$ cat src/rtl/clock_meter_pkg.sv
// Shared types and constants for the clock period meter.
package clock_meter_pkg;

  typedef enum logic {
    IDLE    = 1'b0,
    MEASURE = 1'b1
  } meter_state_t;

  localparam int DEF_CNT_W      = 28;
  localparam int DEF_LOCK_COUNT = 4;

  // All-ones value of a w-bit counter (2^w - 1).
  function automatic logic [63:0] cnt_max(input int w);
    return (64'd1 << w) - 64'd1;
  endfunction

endpackage

$ cat src/rtl/sig_edge_sync.sv
// Synchronizes sig_in into the clk domain and flags its rising edges.
module sig_edge_sync #(
  parameter int SYNC_STAGES = 2
) (
  input  logic clk,
  input  logic rst_n,
  input  logic sig_in,
  output logic sig_s,
  output logic rise
);

  logic [SYNC_STAGES-1:0] sync_q;
  logic                   sig_d_q;

  always_ff @(posedge clk or negedge rst_n) begin
    if (!rst_n) begin
      sync_q  <= '0;
      sig_d_q <= 1'b0;
    end else begin
      sync_q  <= {sync_q[SYNC_STAGES-2:0], sig_in};
      sig_d_q <= sync_q[SYNC_STAGES-1];
    end
  end

  assign sig_s = sync_q[SYNC_STAGES-1];
  assign rise  = sig_s & ~sig_d_q;

endmodule

$ cat src/rtl/clock_period_meter.sv
// Measures period/high time of a slow square wave on sig_in and reports lock/timeout.
// Optional duty-cycle check enabled by `define DUTY_CHECK_EN.
module clock_period_meter
  import clock_meter_pkg::*;
#(
  parameter int CNT_W       = DEF_CNT_W,
  parameter int LOCK_COUNT  = DEF_LOCK_COUNT,
  parameter int SYNC_STAGES = 2
) (
  input  logic             clk,
  input  logic             rst_n,
  input  logic             sig_in,
  input  logic             clr,
  output logic [CNT_W-1:0] period,
  output logic [CNT_W-1:0] high_time,
  output logic             meas_valid,
  output logic             locked,
  output logic             timeout,
  output logic             duty_err
);

  localparam int                 MATCH_W   = $clog2(LOCK_COUNT + 1);
  localparam logic [CNT_W-1:0]   CNT_MAX   = CNT_W'(cnt_max(CNT_W));
  localparam logic [MATCH_W-1:0] MATCH_SAT = MATCH_W'(LOCK_COUNT);

  logic sig_s;
  logic rise;

  sig_edge_sync #(.SYNC_STAGES(SYNC_STAGES)) u_sync (
    .clk   (clk),
    .rst_n (rst_n),
    .sig_in(sig_in),
    .sig_s (sig_s),
    .rise  (rise)
  );

  meter_state_t       state_q;
  logic [CNT_W-1:0]   cnt_q;
  logic [CNT_W-1:0]   hcnt_q;
  logic [MATCH_W-1:0] match_q;
  logic               first_q;
  logic [CNT_W-1:0]   period_q;
  logic [CNT_W-1:0]   high_q;
  logic               mv_q;
  logic               locked_q;
  logic               timeout_q;

  logic [CNT_W-1:0]   period_d;
  logic [MATCH_W-1:0] match_d;
  logic               hit_d;

  assign period_d = cnt_q + CNT_W'(1);
  assign match_d  = (match_q == MATCH_SAT) ? match_q : match_q + MATCH_W'(1);
  // The first capture after IDLE has no valid predecessor to compare with.
  assign hit_d    = !first_q && (period_d == period_q);

`ifdef DUTY_CHECK_EN
  logic [CNT_W:0] twice_h_d;
  logic [CNT_W:0] per_ext_d;
  logic [CNT_W:0] diff_d;
  logic           duty_d;
  logic           duty_q;

  assign twice_h_d = {hcnt_q, 1'b0};
  assign per_ext_d = {1'b0, period_d};
  assign diff_d    = (twice_h_d >= per_ext_d) ? twice_h_d - per_ext_d : per_ext_d - twice_h_d;
  assign duty_d    = diff_d > (CNT_W + 1)'(1);
  assign duty_err  = duty_q;
`else
  assign duty_err  = 1'b0;
`endif

  always_ff @(posedge clk or negedge rst_n) begin
    if (!rst_n) begin
      state_q   <= IDLE;
      cnt_q     <= '0;
      hcnt_q    <= '0;
      match_q   <= '0;
      first_q   <= 1'b0;
      period_q  <= '0;
      high_q    <= '0;
      mv_q      <= 1'b0;
      locked_q  <= 1'b0;
      timeout_q <= 1'b0;
`ifdef DUTY_CHECK_EN
      duty_q    <= 1'b0;
`endif
    end else begin
      mv_q      <= 1'b0;
      timeout_q <= 1'b0;
      if (clr) begin
        state_q  <= IDLE;
        cnt_q    <= '0;
        hcnt_q   <= '0;
        match_q  <= '0;
        first_q  <= 1'b0;
        period_q <= '0;
        high_q   <= '0;
        locked_q <= 1'b0;
`ifdef DUTY_CHECK_EN
        duty_q   <= 1'b0;
`endif
      end else begin
        case (state_q)
          IDLE: begin
            if (rise) begin
              state_q <= MEASURE;
              cnt_q   <= '0;
              hcnt_q  <= CNT_W'(1);
              first_q <= 1'b1;
            end
          end
          MEASURE: begin
            if (rise) begin
              period_q <= period_d;
              high_q   <= hcnt_q;
              mv_q     <= 1'b1;
              cnt_q    <= '0;
              hcnt_q   <= CNT_W'(1);
              first_q  <= 1'b0;
              if (hit_d) begin
                match_q  <= match_d;
                locked_q <= (match_d == MATCH_SAT);
              end else begin
                match_q  <= '0;
                locked_q <= 1'b0;
              end
`ifdef DUTY_CHECK_EN
              duty_q   <= duty_d;
`endif
            end else if (cnt_q == CNT_MAX - CNT_W'(1)) begin
              // Counter is about to saturate: give up on this signal.
              cnt_q     <= CNT_MAX;
              state_q   <= IDLE;
              timeout_q <= 1'b1;
              locked_q  <= 1'b0;
              match_q   <= '0;
`ifdef DUTY_CHECK_EN
              duty_q    <= 1'b0;
`endif
            end else begin
              cnt_q  <= cnt_q + CNT_W'(1);
              hcnt_q <= hcnt_q + CNT_W'(sig_s);
            end
          end
          default: state_q <= IDLE;
        endcase
      end
    end
  end

  assign period     = period_q;
  assign high_time  = high_q;
  assign meas_valid = mv_q;
  assign locked     = locked_q;
  assign timeout    = timeout_q;

endmodule

$ cat config.mk
export PLATFORM = sky130hd
export DESIGN_NAME = clock_period_meter
export DESIGN_NICKNAME = d
export VERILOG_FILES = /design/src/rtl/clock_meter_pkg.sv /design/src/rtl/sig_edge_sync.sv /design/src/rtl/clock_period_meter.sv
export SDC_FILE = /design/constraint.sdc
export NUM_CORES = 1
export LEC_CHECK = 0
export CORE_MARGIN = 1
export CORE_UTILIZATION = 55
export DETAILED_ROUTE_END_ITERATION = 10
export PLACE_DENSITY_LB_ADDON = 0.08
export SYNTH_ARGS = -nofsm -noshare
export SYNTH_HDL_FRONTEND = slang
export SYNTH_SLANG_ARGS = --single-unit
$ cat constraint.sdc
create_clock -name clk -period 3.4 [get_ports clk]
set_clock_uncertainty 0.05 [all_clocks]
set_input_delay 0.68 -clock clk [delete_from_list [all_inputs] [get_ports clk]]
set_output_delay 0.68 -clock clk [all_outputs]
set_load 0.1 [all_outputs]
; ---- After elaboration in Yosys (flattened, before gate mapping)
; Cells that the tools add are included.
[word_totals]
word_cells = 76
output_inout_bits = 60
ff_bits = 123
[classes]
mux = 42
add_sub_neg = 3
n_bitwise = 3
reduce_logical = 9
n_eq_ne = 7
[ops]
columns = cell, n
row1 = $mux 28, 14
row2 = $pmux 28 s2, 2
row3 = $add 28x1->28, 1
row4 = $add 28x1->28 const B, 1
row5 = $eq 28x28->1, 1
row6 = $eq 28x28->1 const B, 1
row7 = $mux 1, 18
row8 = $mux 3, 6
row9 = $reduce_and 2->1, 4
row10 = $eq 3x3->1 const B, 2
row11 = $ne 3x3->1 const B, 2
row12 = $ne 4x4->1 const B, 1
row13 = $pmux 1 s2, 2
row14 = $reduce_bool 2->1, 2
row15 = $add 3x1->3 const B, 1
row16 = $reduce_bool 3->1, 1
row17 = $not 1->1, 2
row18 = $and 1x1->1, 1
row19 = $logic_and 1x1->1, 1
row20 = $logic_not 1->1, 1

; ---- Longest topological paths before layout
[depth]
depth_word = 7
mapped_depth = 12

; ---- Cells and area by module
; From an unflattened synthesis, not the netlist that was laid out.
[hier_totals]
cells_unflattened = 723
hier_area_um2 = 6729.0
[modules_own_cells]
columns = mod, cells_each, area_each_um2, n_inst
row1 = clock_period_meter, 719, 6640.1, 1
row2 = sig_edge_sync, 4, 88.8, 1

; ---- Worst setup path after synthesis
; OpenSTA, ideal clock, no wires.
[synth_path]
kind = register to register
from = reg period_q[4] (netlist: period[4])
to = reg locked_q (netlist: locked)
period_less_slack_ns = 2.884
t_arrival_ns = 2.742
t_required_ns = 3.258
setup_slack_ns = 0.516
setup_time_ns = 0.092
stages_incl_launch_ff = 9
cell_sequence = dfrtp_1 -> nor2b_1 -> a21oi_1 -> a22oi_1 -> a311o_2 -> or4_4 -> nor4_4 -> nand2_1 -> o31ai_2
[synth_between]
elab_chain_len = 6
[synth_rtl]
columns = element, line
row1 = from (decl), clock_period_meter.sv:42  ; logic [CNT_W-1:0] period_q;
row2 = from (signal assigned), clock_period_meter.sv:115  ; period_q <= period_d;
row3 = $eq 28x28->1, clock_period_meter.sv:55  ; assign hit_d = !first_q && (period_d == period_q);
row4 = $logic_and 1x1->1, clock_period_meter.sv:55
row5 = $mux 1, clock_period_meter.sv:121  ; if (hit_d) begin
row6 = $mux 1, clock_period_meter.sv:114  ; if (rise) begin
row7 = $mux 1, clock_period_meter.sv:104  ; case (state_q)
row8 = $mux 1, clock_period_meter.sv:91  ; if (clr) begin
row9 = to (signal assigned), clock_period_meter.sv:123  ; locked_q <= (match_d == MATCH_SAT);
row10 = to (decl), clock_period_meter.sv:45  ; logic locked_q;
; Every way passes these cells. The select of a mux whose other input is x is not followed.
; A chain may end at the register's enable or synchronous reset.

; ---- Worst setup path after layout
[layout_path]
from = reg cnt_q[1]
to = reg locked_q (netlist: locked)
[layout_between]
elab_chain_len = 7
elab_cells_between_ends = 10
[layout_rtl]
columns = element, line
row1 = from (decl), clock_period_meter.sv:38  ; logic [CNT_W-1:0] cnt_q;
row2 = from (signal assigned), clock_period_meter.sv:142  ; cnt_q <= cnt_q + CNT_W'(1);
row3 = $add 28x1->28, clock_period_meter.sv:52  ; assign period_d = cnt_q + CNT_W'(1);
row4 = $eq 28x28->1, clock_period_meter.sv:55
row5 = $logic_and 1x1->1, clock_period_meter.sv:55
row6 = $mux 1, clock_period_meter.sv:121
row7 = $mux 1, clock_period_meter.sv:114
row8 = $mux 1, clock_period_meter.sv:104
row9 = $mux 1, clock_period_meter.sv:91
; Parallel ways exist; a longest one is shown, timed or not. The select of a mux whose other input is x is not followed.

==> key figures <==
Outcome
  • Status: finished clean

Yosys
  • EDFF count, synth: 0
  • Synth top area cells: dfrtp_1, xnor2_1, nand2_1
  • Asr flop ratio synth: 1.00
  • Synth cell count leaders: dfrtp_1, nand2_1, o21ai_0
  • Post-synthesis register bit count: between 100 and 150
  • Register area share after synthesis: 0.441
  • Syn Inst Count: approximately 750
  • Top-area cell type share of the netlist area: 0.441
  • Post-Syn Nets: approximately 760
  • Most common cell in the netlist: dfrtp_1
  • Synth warnings: 0
  • Synth Cell Area: between 6000 and 7000 sq um
  • Main flop type after synthesis: dfrtp_1
  • Area leader, netlist: dfrtp_1
  • Netlist cell types: 75
  • Synthesized area per cell: 9.35 sq um

Clock network
  • Max Buffers Root-to-Sink: 2
  • Number of buffers created by CTS: 17
  • CTS root buf: clkbuf_16
  • Post-CTS Hold Buffers: 0
  • # H-tree levels: 4
  • Clock Sink Count: around 120
  • Clock-pin slew on the worst setup and hold paths: roughly 0.060 ns
  • CTS tree: built
  • Clock Latency Late Sink: 0.43 ns

Worst setup path
  • Worst EP required: 3.69 ns
  • Worst-path fanout max: 7
  • R2R cell count: 9
  • Critical Path AT: around 3.6 ns
  • Endpoint class of the critical path: flip-flop
  • Kind of critical path: reg -> reg
  • Reg2Reg Setup Slack: roughly 0.1 ns
  • Startpoint Class: flip-flop
  • RR Startpoint: cnt_q[1]
  • R2R Path End: locked

Drt
  • Number of DRC violations after detailed-routing iteration 0: 508
  • Vias/cell: between 6 and 7
  • Vias: 5955
  • Drc violations: 0
  • DR WL/cell: approximately 20 um
  • ANT nets after route: 0
  • WL final: roughly 19 mm
  • 1st-pass router iterations: 5

Cells and area
  • Inserted Diodes: 0
  • Utilization of the core after routing: 0.667
  • Layout area overhead: 16.8%
  • Share of cells above drive strength 1: 0.177
  • Nets: ~800

STA
  • F_max: between 300 and 400 MHz
  • Final TNS setup: 0 ns
  • Headroom to the max-slew limit: 0.425
  • Actual slew at the worst max-slew pin: between 0.8 and 0.9 ns
  • Hold slack: approximately 0.28 ns
  • Crit share post-route: 0.971
  • Final hold violations: 0
  • Final Setup Violations: 0
  • Slew Limit Fails: 0
  • Tmin final: roughly 3.3 ns

Floorplan
  • Core Rows: 40
  • Full die area: about 13000 sq um
  • Die Height: ~110 um
  • Die width: about 110 um
  • Initial Util: 0.571
  • Io pins: 64
  • Core Region: between 10000 and 15000 sq um

Placed design
  • Post-DP HPWL: around 13 mm
  • PortBufs: 62
  • Gpl congestion: 0.921

Power
  • Max VDD drop: around 0.35 mV
  • Pwr dens: between 400 and 500 nW/um^2
  • Pleak: roughly 3.4 nW
  • Final Total Pwr: about 3.5 mW

GRT
  • Largest net degree at the start of global routing: 63
  • GRT Overall Usage: 0.311
  • Vias in the first global route: between 5000 and 6000
  • Initial antenna violation count: 0
  • Overflow after GRT: 0
  • First-pass GRT wire length: 30.6 mm

Run
  • Max capacitance violation total: 0

Worst hold path
  • Hold Crit Class: in -> async
per-layer routing:
layer  wire length, um  up-vias  share of wire  track usage
met4               705        0          0.037        0.156
met2              8980      244           0.47        0.493
met3              1300       50          0.068       0.0720
met5                 0        -              0            0
li1                  -     2779              -            -
met1              8110     2882           0.42        0.401
through the flow:
| stage | instances | area (sq um) | setup slack [ns] |
|---|---|---|---|
| final | 972 | 8150 | 0.0989 |
| after floorplan | 746 | 6980 | 0.516 |
| after global routing | 972 | 8150 | -0.0163 |
| after detailed placement | 941 | 7530 | 0.167 |
| after global placement | 941 | 7530 | 0.246 |
| after CTS | 972 | 8140 | 0.115 |
worst max path at each step:
stage | start | endpoint | slack [ns] | depth (start not counted)
after floorplan | period[4] | locked | 0.52 | 8
after detailed placement | cnt_q[1] | locked | 0.17 | 9
final | cnt_q[1] | locked | 0.1 | 9
after CTS | cnt_q[1] | locked | 0.12 | 9
after global routing | cnt_q[1] | locked | -0.02 | 9
after global placement | cnt_q[1] | locked | 0.25 | 9
logic make-up after synthesis:
family / count (synthesis) / synth area share
multiplexers: 3 / 0.00448
XOR/XNOR: 69 / 0.0927
buffers and inverters: 87 / 0.0629
flip-flops: 123 / 0.441
other: 1 / 0.000538
adder cells (fa/ha/maj): 6 / 0.0108
AO/OA/AOI/OAI: 186 / 0.180
AND/OR/NAND/NOR: 271 / 0.208
state kept, by name, summed over array words and instances, names as in the netlist:
signal,cells
cnt_q,28
hcnt_q,28
high_time,28
period,28
match_q,3
u_sync.sync_q,2
first_q,1
locked,1
meas_valid,1
state_q,1
timeout,1
u_sync.sig_d_q,1
final cells by class:
cell class	count	area, sq um
Multi-Input combinational cell	536	3490
Fill cell	1013	4060
Inverter	25	93.8
Timing Repair Buffer	89	673
Clock inverter	13	168
Sequential cell	123	3080
Tap cell	168	210
Clock buffer	18	439
critical path, stage by stage, from the launching register on:
cell and delay [ns]:
dfrtp_1 0.47, ha_1 0.36, and3_1 0.41, nand4_1 0.44, nor3_2 0.38, or3_1 0.17, o211ai_1 0.13, nor4_2 0.45
nand2_1 0.16, o31ai_2 0.19
where the power goes:
| group | switching, mW | leakage [nW] | internal [mW] |
|---|---|---|---|
| Combinational | 0.116 | 1.46 | 0.0310 |
| Sequential | 0.0100 | 1.71 | 1.47 |
| Clock | 0.693 | 0.281 | 1.17 |
placed cells by master, fill, tap and decap left out, types with 3 or more instances in the layout:
| cell | n |
|---|---|
| a311oi_1 | 21 |
| a22o_1 | 23 |
| or4_1 | 3 |
| clkbuf_16 | 17 |
| nand3_1 | 22 |
| bufinv_16 | 3 |
| buf_4 | 87 |
| o2111ai_1 | 3 |
| a31oi_1 | 6 |
| and4_1 | 6 |
| nor2_1 | 49 |
| nor3_1 | 10 |
| a2bb2oi_1 | 3 |
| nor2b_1 | 9 |
| a211o_1 | 3 |
| xor2_1 | 25 |
| nand2_1 | 82 |
| inv_1 | 24 |
| a32oi_1 | 4 |
| a211oi_1 | 5 |
| nand2b_1 | 5 |
| nor4_1 | 6 |
| a2111oi_0 | 3 |
| nand4_1 | 26 |
| dfrtp_1 | 123 |
| o211ai_1 | 6 |
| xnor2_1 | 41 |
| ha_1 | 6 |
| a21oi_1 | 40 |
| clkinvlp_4 | 5 |
| o21ai_0 | 52 |
| and3_1 | 13 |
| or3_1 | 10 |
| and2_1 | 5 |
what timing repair did:
item	4_1_cts	5_1_grt
endpoints found under the setup margin	0	4
buffers inserted	0	0
resized for setup	0	3
No activity file was read; power rests on OpenSTA's default activity.
